## src/rtl/multicycle_controller.sv

```systemverilog
// Multicycle CPU control FSM: sequences FETCH/DECODE/EXEC/MEM/WB, drives datapath
// strobes and ALUop, and traps illegal opcodes and memory timeouts in a sticky ERROR state.
module multicycle_controller #(
  parameter int MEM_TIMEOUT = 8
) (
  input  logic       clk,
  input  logic       reset,
  input  logic [5:0] opcode,
  input  logic [5:0] function_code,
  input  logic       zero,
  input  logic       mem_ready,
  output logic [2:0] ALUop,
  output logic [2:0] state,
  output logic       error,
  output logic       pc_write,
  output logic       pc_write_cond,
  output logic       pc_src_jr,
  output logic       ir_write,
  output logic       mem_read,
  output logic       mem_write,
  output logic       byte_en,
  output logic       reg_write,
  output logic       reg_dst,
  output logic       mem_to_reg,
  output logic       alu_src_imm,
  output logic       instr_done
);

  localparam int CW = (MEM_TIMEOUT < 2) ? 1 : $clog2(MEM_TIMEOUT);

  typedef enum logic [2:0] {
    ST_FETCH  = 3'd0,
    ST_DECODE = 3'd1,
    ST_EXEC   = 3'd2,
    ST_MEM    = 3'd3,
    ST_WB     = 3'd4,
    ST_ERROR  = 3'd7
  } state_t;

  typedef enum logic [3:0] {
    CLS_NONE    = 4'd0,
    CLS_RTYPE   = 4'd1,
    CLS_JR      = 4'd2,
    CLS_ADDI    = 4'd3,
    CLS_SUBI    = 4'd4,
    CLS_SLTI    = 4'd5,
    CLS_ANDI    = 4'd6,
    CLS_ORI     = 4'd7,
    CLS_LOAD    = 4'd8,
    CLS_STORE   = 4'd9,
    CLS_BEQ     = 4'd10,
    CLS_BNE     = 4'd11,
    CLS_ILLEGAL = 4'd12
  } cls_t;

  state_t          state_r, state_next_s;
  cls_t            cls_r, dec_cls_s;
  logic            byte_r, dec_byte_s;
  logic [CW-1:0]   wait_cnt_r;
  logic            timeout_s;
  logic [2:0]      alu_op_s;
  logic            pc_write_s, pc_write_cond_s, pc_src_jr_s, ir_write_s;
  logic            mem_read_s, mem_write_s, byte_en_s, reg_write_s;
  logic            reg_dst_s, mem_to_reg_s, alu_src_imm_s, instr_done_s;

  function automatic logic [2:0] class_aluop(input cls_t c);
    case (c)
      CLS_RTYPE, CLS_JR:           class_aluop = 3'b111;
      CLS_SUBI, CLS_BEQ, CLS_BNE:  class_aluop = 3'b110;
      CLS_SLTI:                    class_aluop = 3'b100;
      CLS_ORI:                     class_aluop = 3'b001;
      CLS_ANDI:                    class_aluop = 3'b000;
      default:                     class_aluop = 3'b101;
    endcase
  endfunction

  // Classify the instruction currently presented by the instruction register.
  always_comb begin
    dec_cls_s  = CLS_ILLEGAL;
    dec_byte_s = 1'b0;
    case (opcode)
      6'b000000: dec_cls_s = (function_code == 6'b001000) ? CLS_JR : CLS_RTYPE;
      6'b001000: dec_cls_s = CLS_ADDI;
      6'b001001: dec_cls_s = CLS_SUBI;
      6'b001010: dec_cls_s = CLS_SLTI;
      6'b001100: dec_cls_s = CLS_ANDI;
      6'b001101: dec_cls_s = CLS_ORI;
      6'b100011: dec_cls_s = CLS_LOAD;
      6'b100000: begin
        dec_cls_s  = CLS_LOAD;
        dec_byte_s = 1'b1;
      end
      6'b101011: dec_cls_s = CLS_STORE;
      6'b101000: begin
        dec_cls_s  = CLS_STORE;
        dec_byte_s = 1'b1;
      end
      6'b000100: dec_cls_s = CLS_BEQ;
      6'b000101: dec_cls_s = CLS_BNE;
      default:   dec_cls_s = CLS_ILLEGAL;
    endcase
  end

  // Mem_ready is still accepted on the last counted cycle; only a miss there times out.
  assign timeout_s = (wait_cnt_r == CW'(MEM_TIMEOUT - 1)) && !mem_ready;

  // State register, memory wait counter and instruction-class latch.
  always_ff @(posedge clk) begin
    if (reset) begin
      state_r    <= ST_FETCH;
      wait_cnt_r <= '0;
      cls_r      <= CLS_NONE;
      byte_r     <= 1'b0;
    end else begin
      state_r <= state_next_s;
      if (state_next_s != state_r) begin
        wait_cnt_r <= '0;
      end else if ((state_r == ST_FETCH || state_r == ST_MEM) && !mem_ready) begin
        wait_cnt_r <= wait_cnt_r + CW'(1);
      end else begin
        wait_cnt_r <= wait_cnt_r;
      end
      if (state_r == ST_DECODE) begin
        cls_r  <= dec_cls_s;
        byte_r <= dec_byte_s;
      end else begin
        cls_r  <= cls_r;
        byte_r <= byte_r;
      end
    end
  end

  // Next-state and strobe decode.
  always_comb begin
    state_next_s    = state_r;
    alu_op_s        = 3'b101;
    pc_write_s      = 1'b0;
    pc_write_cond_s = 1'b0;
    pc_src_jr_s     = 1'b0;
    ir_write_s      = 1'b0;
    mem_read_s      = 1'b0;
    mem_write_s     = 1'b0;
    byte_en_s       = 1'b0;
    reg_write_s     = 1'b0;
    reg_dst_s       = 1'b0;
    mem_to_reg_s    = 1'b0;
    alu_src_imm_s   = 1'b0;
    instr_done_s    = 1'b0;
    case (state_r)
      ST_FETCH: begin
        mem_read_s = 1'b1;
        if (mem_ready) begin
          ir_write_s   = 1'b1;
          pc_write_s   = 1'b1;
          state_next_s = ST_DECODE;
        end else if (timeout_s) begin
          state_next_s = ST_ERROR;
        end else begin
          state_next_s = ST_FETCH;
        end
      end
      ST_DECODE: begin
        if (dec_cls_s == CLS_ILLEGAL) begin
          state_next_s = ST_ERROR;
        end else begin
          state_next_s = ST_EXEC;
        end
      end
      ST_EXEC: begin
        alu_op_s = class_aluop(cls_r);
        case (cls_r)
          CLS_JR: begin
            pc_write_s   = 1'b1;
            pc_src_jr_s  = 1'b1;
            instr_done_s = 1'b1;
            state_next_s = ST_FETCH;
          end
          CLS_RTYPE: state_next_s = ST_WB;
          CLS_ADDI, CLS_SUBI, CLS_SLTI, CLS_ANDI, CLS_ORI: begin
            alu_src_imm_s = 1'b1;
            state_next_s  = ST_WB;
          end
          CLS_LOAD, CLS_STORE: begin
            alu_src_imm_s = 1'b1;
            state_next_s  = ST_MEM;
          end
          CLS_BEQ: begin
            pc_write_cond_s = zero;
            instr_done_s    = 1'b1;
            state_next_s    = ST_FETCH;
          end
          CLS_BNE: begin
            pc_write_cond_s = !zero;
            instr_done_s    = 1'b1;
            state_next_s    = ST_FETCH;
          end
          default: state_next_s = ST_ERROR;
        endcase
      end
      ST_MEM: begin
        alu_op_s = class_aluop(cls_r);
        if (cls_r == CLS_LOAD || cls_r == CLS_STORE) begin
          mem_read_s  = (cls_r == CLS_LOAD);
          mem_write_s = (cls_r == CLS_STORE);
          byte_en_s   = byte_r;
          if (mem_ready) begin
            instr_done_s = (cls_r == CLS_STORE);
            state_next_s = (cls_r == CLS_LOAD) ? ST_WB : ST_FETCH;
          end else if (timeout_s) begin
            state_next_s = ST_ERROR;
          end else begin
            state_next_s = ST_MEM;
          end
        end else begin
          state_next_s = ST_ERROR;
        end
      end
      ST_WB: begin
        reg_write_s  = 1'b1;
        reg_dst_s    = (cls_r == CLS_RTYPE);
        mem_to_reg_s = (cls_r == CLS_LOAD);
        instr_done_s = 1'b1;
        state_next_s = ST_FETCH;
      end
      ST_ERROR: begin
        alu_op_s     = 3'b000;
        state_next_s = ST_ERROR;
      end
      default: begin
        alu_op_s     = 3'b000;
        state_next_s = ST_ERROR;
      end
    endcase
  end

  // Strobes are masked while reset is asserted so an in-flight write is dropped at once.
  assign pc_write      = pc_write_s      & ~reset;
  assign pc_write_cond = pc_write_cond_s & ~reset;
  assign pc_src_jr     = pc_src_jr_s     & ~reset;
  assign ir_write      = ir_write_s      & ~reset;
  assign mem_read      = mem_read_s      & ~reset;
  assign mem_write     = mem_write_s     & ~reset;
  assign byte_en       = byte_en_s       & ~reset;
  assign reg_write     = reg_write_s     & ~reset;
  assign reg_dst       = reg_dst_s       & ~reset;
  assign mem_to_reg    = mem_to_reg_s    & ~reset;
  assign alu_src_imm   = alu_src_imm_s   & ~reset;
  assign instr_done    = instr_done_s    & ~reset;
  assign ALUop         = alu_op_s;
  assign state         = state_r;
  assign error         = (state_r == ST_ERROR);

endmodule

```

## config.mk

```make
export PLATFORM = sky130hd
export DESIGN_NAME = multicycle_controller
export DESIGN_NICKNAME = d
export VERILOG_FILES = /design/src/rtl/multicycle_controller.sv
export SDC_FILE = /design/constraint.sdc
export NUM_CORES = 1
export LEC_CHECK = 0
export CORE_MARGIN = 2
export CORE_UTILIZATION = 47
export CTS_BUF_LIST = sky130_fd_sc_hd__clkbuf_8 sky130_fd_sc_hd__clkbuf_16
export DETAILED_ROUTE_END_ITERATION = 6
export PLACE_DENSITY_LB_ADDON = 0.05
export SLEW_MARGIN = 30
export SYNTH_ARGS = -nofsm -noshare
export SYNTH_HDL_FRONTEND = slang
export SYNTH_SLANG_ARGS = --single-unit
```

## constraint.sdc

```tcl
create_clock -name clk -period 2.9 [get_ports clk]
set_clock_uncertainty 0.1 [all_clocks]
set_input_delay 0.725 -clock clk [delete_from_list [all_inputs] [get_ports clk]]
set_output_delay 0.725 -clock clk [all_outputs]
set_load 0.005 [all_outputs]
```

== Yosys cells after proc, flatten, opt, wreduce, memory -nomap -nowiden ==
Memory sizes are Yosys's and may differ from the RTL's. A register that Yosys moved wholly into a read port is not among the register bits.
Index checks and enable logic that the tools add are counted.

* Bitwise gates (word level): 13
* Equality and inequality tests: 31
* Mux-type cells: 39
* Reduce and logical (&&, ||, !) cells: 17
* $add $sub $neg: 1

{| class="wikitable"
|+ Operators by type and width
! cell !! number
|-
| one-hot mux 4 bit (10 select lines) || 1
|-
| equality test 6 x 4 -> 1 bit, second input constant || 6
|-
| equality test 6 bit, second input constant || 4
|-
| 2-to-1 mux 3 bit || 7
|-
| equality test 4 bit, second input constant || 5
|-
| 2-to-1 mux 1 bit || 19
|-
| one-hot mux 3 bit (3 select lines) || 2
|-
| equality test 4 x 3 -> 1 bit, second input constant || 4
|-
| 2-to-1 mux 4 bit || 4
|-
| one-hot mux 3 bit (5 select lines) || 1
|-
| AND 1 bit || 12
|-
| equality test 6 x 3 -> 1 bit, second input constant || 2
|-
| OR reduction 2 bit || 5
|-
| equality test 3 bit, second input constant || 3
|-
| equality test 4 x 2 -> 1 bit, second input constant || 2
|-
| OR reduction 7 bit || 1
|-
| equality test 3 x 2 -> 1 bit, second input constant || 2
|-
| logical NOT 6 bit || 1
|-
| one-hot mux 1 bit (2 select lines) || 3
|-
| OR reduction 3 bit || 2
|-
| OR reduction 6 bit || 1
|-
| equality test 4 x 1 -> 1 bit, second input constant || 1
|-
| adder 3 x 1 -> 3 bit, second input constant || 1
|-
| equality test 3 x 1 -> 1 bit, second input constant || 1
|-
| other kinds (8) || 11
|}

* Word-level logic and storage cells: 107
* Bits of input ports: 16
* Register bits after elaboration: 11
* Output and inout port bits: 19
* Bits in read-only memories: 96
* Memories kept: 2

{| class="wikitable"
|+ Memory list
! name !! words !! width !! rd ports !! clocked after memory_dff !! write ports !! RTL line !! RTL
|-
| (no name shown) || 16 || 3 || 1 || 1 || 0 || 67 || <nowiki>case (c)</nowiki>
|-
| (no name shown) || 16 || 3 || 1 || 1 || 0 || 67 ||
|}

== Logic depth before layout (Yosys ltp) ==
* Depth in word-level cells: 8
* Depth in mapped cells: 10
* Gate-level depth less buffers: 9

== Least setup slack after synthesis ==
OpenSTA, ideal clock, no wires.

* Path kind: input to output
* Start point: input reset
* End point: output pc_write
* Data required time: 2.075 ns
* Buffers on the path: 1
* Path slack: 0.255 ns
* Arrival time: 1.820 ns
* Stages: 4
* Path through: clkbuf_1 or4_1 nor3_1 or2_2

* Word-level cells in the longest chain between the ends: 2

{| class="wikitable"
|+ Ends and longest elaborated chain
! item !! RTL line !! RTL
|-
| from (decl) || 7 || <nowiki>input logic reset,</nowiki>
|-
| inverter 1 bit || 237 || <nowiki>assign pc_write = pc_write_s & ~reset;</nowiki>
|-
| AND 1 bit || 237 ||
|-
| to (decl) || 15 || <nowiki>output logic pc_write,</nowiki>
|}

No other way between the ends.

== Worst setup path in the final report ==
* Start point: register cls_r[3]
* End point: output mem_write

* Word-level cells in the longest chain between the ends: 5
* Elaborated cells on any way between the ends: 6
* Those cells by class: eq/ne (2); mux (2); bitwise (1); reduce/logical (1)

{| class="wikitable"
|+ Ends and longest elaborated chain
! item !! RTL line !! RTL
|-
| from (decl) || 57 || <nowiki>cls_t cls_r, dec_cls_s;</nowiki>
|-
| from (signal assigned) || 124 || <nowiki>cls_r <= dec_cls_s;</nowiki>
|-
| from (signal assigned) || 127 || <nowiki>cls_r <= cls_r;</nowiki>
|-
| equality test 4 bit (on tied branches) || 202, 204 ||
|-
| logical OR 1 bit || 202 || <nowiki>if (cls_r == CLS_LOAD || cls_r == CLS_STORE) begin</nowiki>
|-
| 2-to-1 mux 1 bit * || 202 ||
|-
| 2-to-1 mux 1 bit * || 149 || <nowiki>case (state_r)</nowiki>
|-
| AND 1 bit * || 242 || <nowiki>assign mem_write = mem_write_s & ~reset;</nowiki>
|-
| to (decl) || 20 || <nowiki>output logic mem_write,</nowiki>
|}

Mark *: on every way between the ends. The rest lies on a longest branch, timed or not.

==> metrics.md <==
| Metric | Value |
|---|---|
| Yosys cell types | 45 |
| RD Place Congestion | 0.916 |
| Hold Crit Class | register to register |
| Wirelength per Cell | 13.7 microns |
| Total global routing overflow | 0 |
| Routed WL | between 3000 and 4000 microns |
| Pint | 0.000806 W |
| Row cnt | 18 |
| Relative slew slack | between 60 and 70% |
| CTS buffer count | 3 |
| Psw | between 0.0006 and 0.0007 W |
| Die outline width | 54.9 microns |
| Startpoint type of the worst setup path | register |
| Worst path max stage delay | 0.52 ns |
| Fmax | 358 MHz |
| Root buffer cell | clkbuf_8 |
| CP required | 2.08 ns |
| Post-synthesis adder-cell area fraction | under 10% |
| Post-synth top area share | 23.0% |
| Yosys warns | 0 |
| Worst EP arrival | 1.97 ns |
| Worst-skew pair later-pin latency | between 0.2 and 0.3 ns |
| Clock slew at reported path FFs | 0.06 ns |
| GR Util All Layers | 23.9% |
| Total power | 0.00141 W |
| Mux contribution to synthesized area | 1.64% |
| Final ANT Viol Nets | 0 |
| Slew at the pin closest to its max-slew limit | 0.504 ns |
| Maximum VDD drop | 0.000612 V |
| CTS tree | done |
| Area of the mapped netlist | 0.00122 sq mm |
| Setup TNS Final | 0 ns |
| Cell Chain, Critical Path | and4bb_2 -> nor3b_2 -> and2_1 -> clkdlybuf4s50_1 |
| Status | finished, final reports clean |
| Total leakage power | 0.771 nW |
| Largest cells by area after synthesis | dfxtp_1 23%, nor2_1 5.5%, nor3_1 4.5% |
| Die Ht | 54.9 microns |
| Compound-Gate Fraction of Synth Area | 21.3% |
| Die area | 0.00302 sq mm |
| Main synth FF type | dfxtp_1 |
| Clk sinks | 14 |
| FFs w/ async S/R, synth | 0% |
| Initial drt markers | 40 |
| Share of layout cells above drive strength 1 | 20.4% |
| Mean Syn Cell Area | 7.30 sq um |
| Yosys top cell by area | dfxtp_1 |
| Post-synth EDFFs | 0 |
| Dpl cell area | approximately 0.0017 sq mm |
| Worst Setup Path Type | register to primary output |
| CORE AREA | 0.00248 sq mm |
| Worst Setup End Kind | primary output |
| Vias in the first global route | 1226 |
| Finished Cell Area | 0.00180 sq mm |
| Largest net degree at the start of global routing | 20 |
| Area Growth Syn to Fin | 47.5% |
| DRC violations left | 0 |
| Fillcell total | just over 200 |
| Clk network pwr share | 13.6% |
| N_diodes | 0 |
| Vias | 1415 |
| Global-route wire length before repair | 5310 microns |
| Switching Fraction | 42.9% |
| Dominant cell by count in the synthesized netlist | nor2_1 |
| CTS H-tree depth | 1 |
| Main combinational cell family by area after synthesis | simple AND/OR/NAND/NOR gates |
| Pwr/cell area | between 700 and 800 mW/mm^2 |
| Final setup fails | 0 |
| Synth top cells by count | 18 x nor2_1, 14 x dfxtp_1, 11 x nor3_1, 11 x o21ai_0 |
| Register area share after synthesis | 23.0% |
| Logic pwr share | 64.0% |
| Initial Utilization | 49.2% |
| Layout Nets | about 240 |
| Number of synthesized register bits | 14 |
| CP max stage cell | dfxtp_1 |
| Flop pwr share | 22.3% |
| Vias per cell | 5.75 |
| Max clock buf depth | 2 |
| Initial antenna violation count | 0 |
| CP Max Fanout | 11 |
| Detailed-router iteration count before antenna repair | 4 |
| Max-cap violations | 0 |
| Synth Area in XOR/XNOR | 2.15% |
| Fin crit period | 2.79 ns |
| Port Buffer Count | 34 |
| RSZ-0062 raised after global routing | no |
| Synth Net Count | between 150 and 200 |
| Max-slew violations | 0 |
| Tcrit/Tclk final | 96.3% |
| Final Hold Fails | 0 |
| DP HPWL | 2510 microns |
| IO Pins | 35 |
| Synthesized instance count | 167 |
| Simple-Gate Fraction of Synth Area | slightly above 40% |
## layout make-up
cell class              count  area (sq um)  share of cell area [%]
flip-flops and latches     14           282                    15.6
repair buffers             56           498                    27.7
inverters                  10          37.5                    2.09
multi-input cells         132           890                    49.4
clock buffers               4          55.1                    3.06
well taps                  30          37.5                    2.09
## worst max-delay path, delay by kind of cell, from the launching register on
family	cells	cell delay, ns
flip-flops	1	0.52
buffers and inverters	1	0.50
AND/OR/NAND/NOR	3	0.69
## routing by layer
layer	routed length, microns	GRT usage (%)	up-vias
li1	-	-	696
met1	1370	28.8	656
met2	1760	42.7	63
met3	247	6.18	0
met4	0	4.88	0
met5	0	0	-
## cells by family after synthesis
family / after synthesis
adders and majority gates: 4
DFF: 14
xor gates and xnor gates: 3
AOI/OAI and AO/OA: 40
buffers and inverters: 21
muxes: 2
and+or+nand+nor: 83
## path summary, 6_finish.rpt
| check | slack [ns] | from | depth (start not counted) | end |
|---|---|---|---|---|
| worst min-delay path | 0.35 | byte_r | 2 | byte_r |
| worst max-delay path | 0.11 | cls_r[3] | 4 | mem_write |
| worst min register to register | 0.35 | byte_r | 2 | byte_r |
| worst max register to register | 0.68 | state[0] | 10 | register |
## power by group through the flow
stage / sequential [W] / clock [W] / combinational [W]
2_1_floorplan: 0.000283 / 0 / 0.000567
3_3_place_gp: 0.000309 / 0 / 0.000835
3_5_place_dp: 0.000313 / 0 / 0.000857
4_1_cts: 0.000312 / 0.000193 / 0.000884
5_1_grt: 0.000323 / 0.000201 / 0.000986
6_report: 0.000316 / 0.000192 / 0.000905
## cell usage in the layout, fill, tap and decap left out, drive strengths merged, types with 2 or more instances in the layout
| cell type | count |
|---|---|
| mux2i | 2 |
| nand2 | 9 |
| dlygate4sd2 | 5 |
| or3b | 2 |
| o21ai | 11 |
| nor2 | 18 |
| a31oi | 5 |
| nor2b | 6 |
| a21o | 2 |
| and3 | 5 |
| dfxtp | 14 |
| inv | 10 |
| or3 | 4 |
| clkdlybuf4s50 | 28 |
| clkbuf | 5 |
| ha | 4 |
| a21oi | 10 |
| buf | 22 |
| nand3 | 4 |
| nand4b | 2 |
| nor3b | 5 |
| nand2b | 5 |
| xor2 | 2 |
| a211oi | 4 |
| and2 | 6 |
| nor3 | 11 |
| a311oi | 2 |
## through the flow
step / utilization [%] / worst slack [ns] / hold slack (ns) / std cells
after floorplan: - / 0.255 / 0.327 / 167
after global placement: 68.2 / -0.484 / 0.341 / 239
after detailed placement: 68.2 / -0.499 / 0.347 / 239
after CTS: 72.4 / 0.000367 / 0.350 / 246
after global routing: 72.6 / 0.0115 / 0.379 / 246
final: 72.6 / 0.107 / 0.350 / 246
## what timing repair did
action,4_1_cts,5_1_grt
endpoints found under the setup margin,12,5
hold buffers,0,0
pin swaps,5,0
gates resized for setup,15,5
hold endpoints to repair,0,0
buffers inserted,3,0
Power figures use the tool's default switching activity.
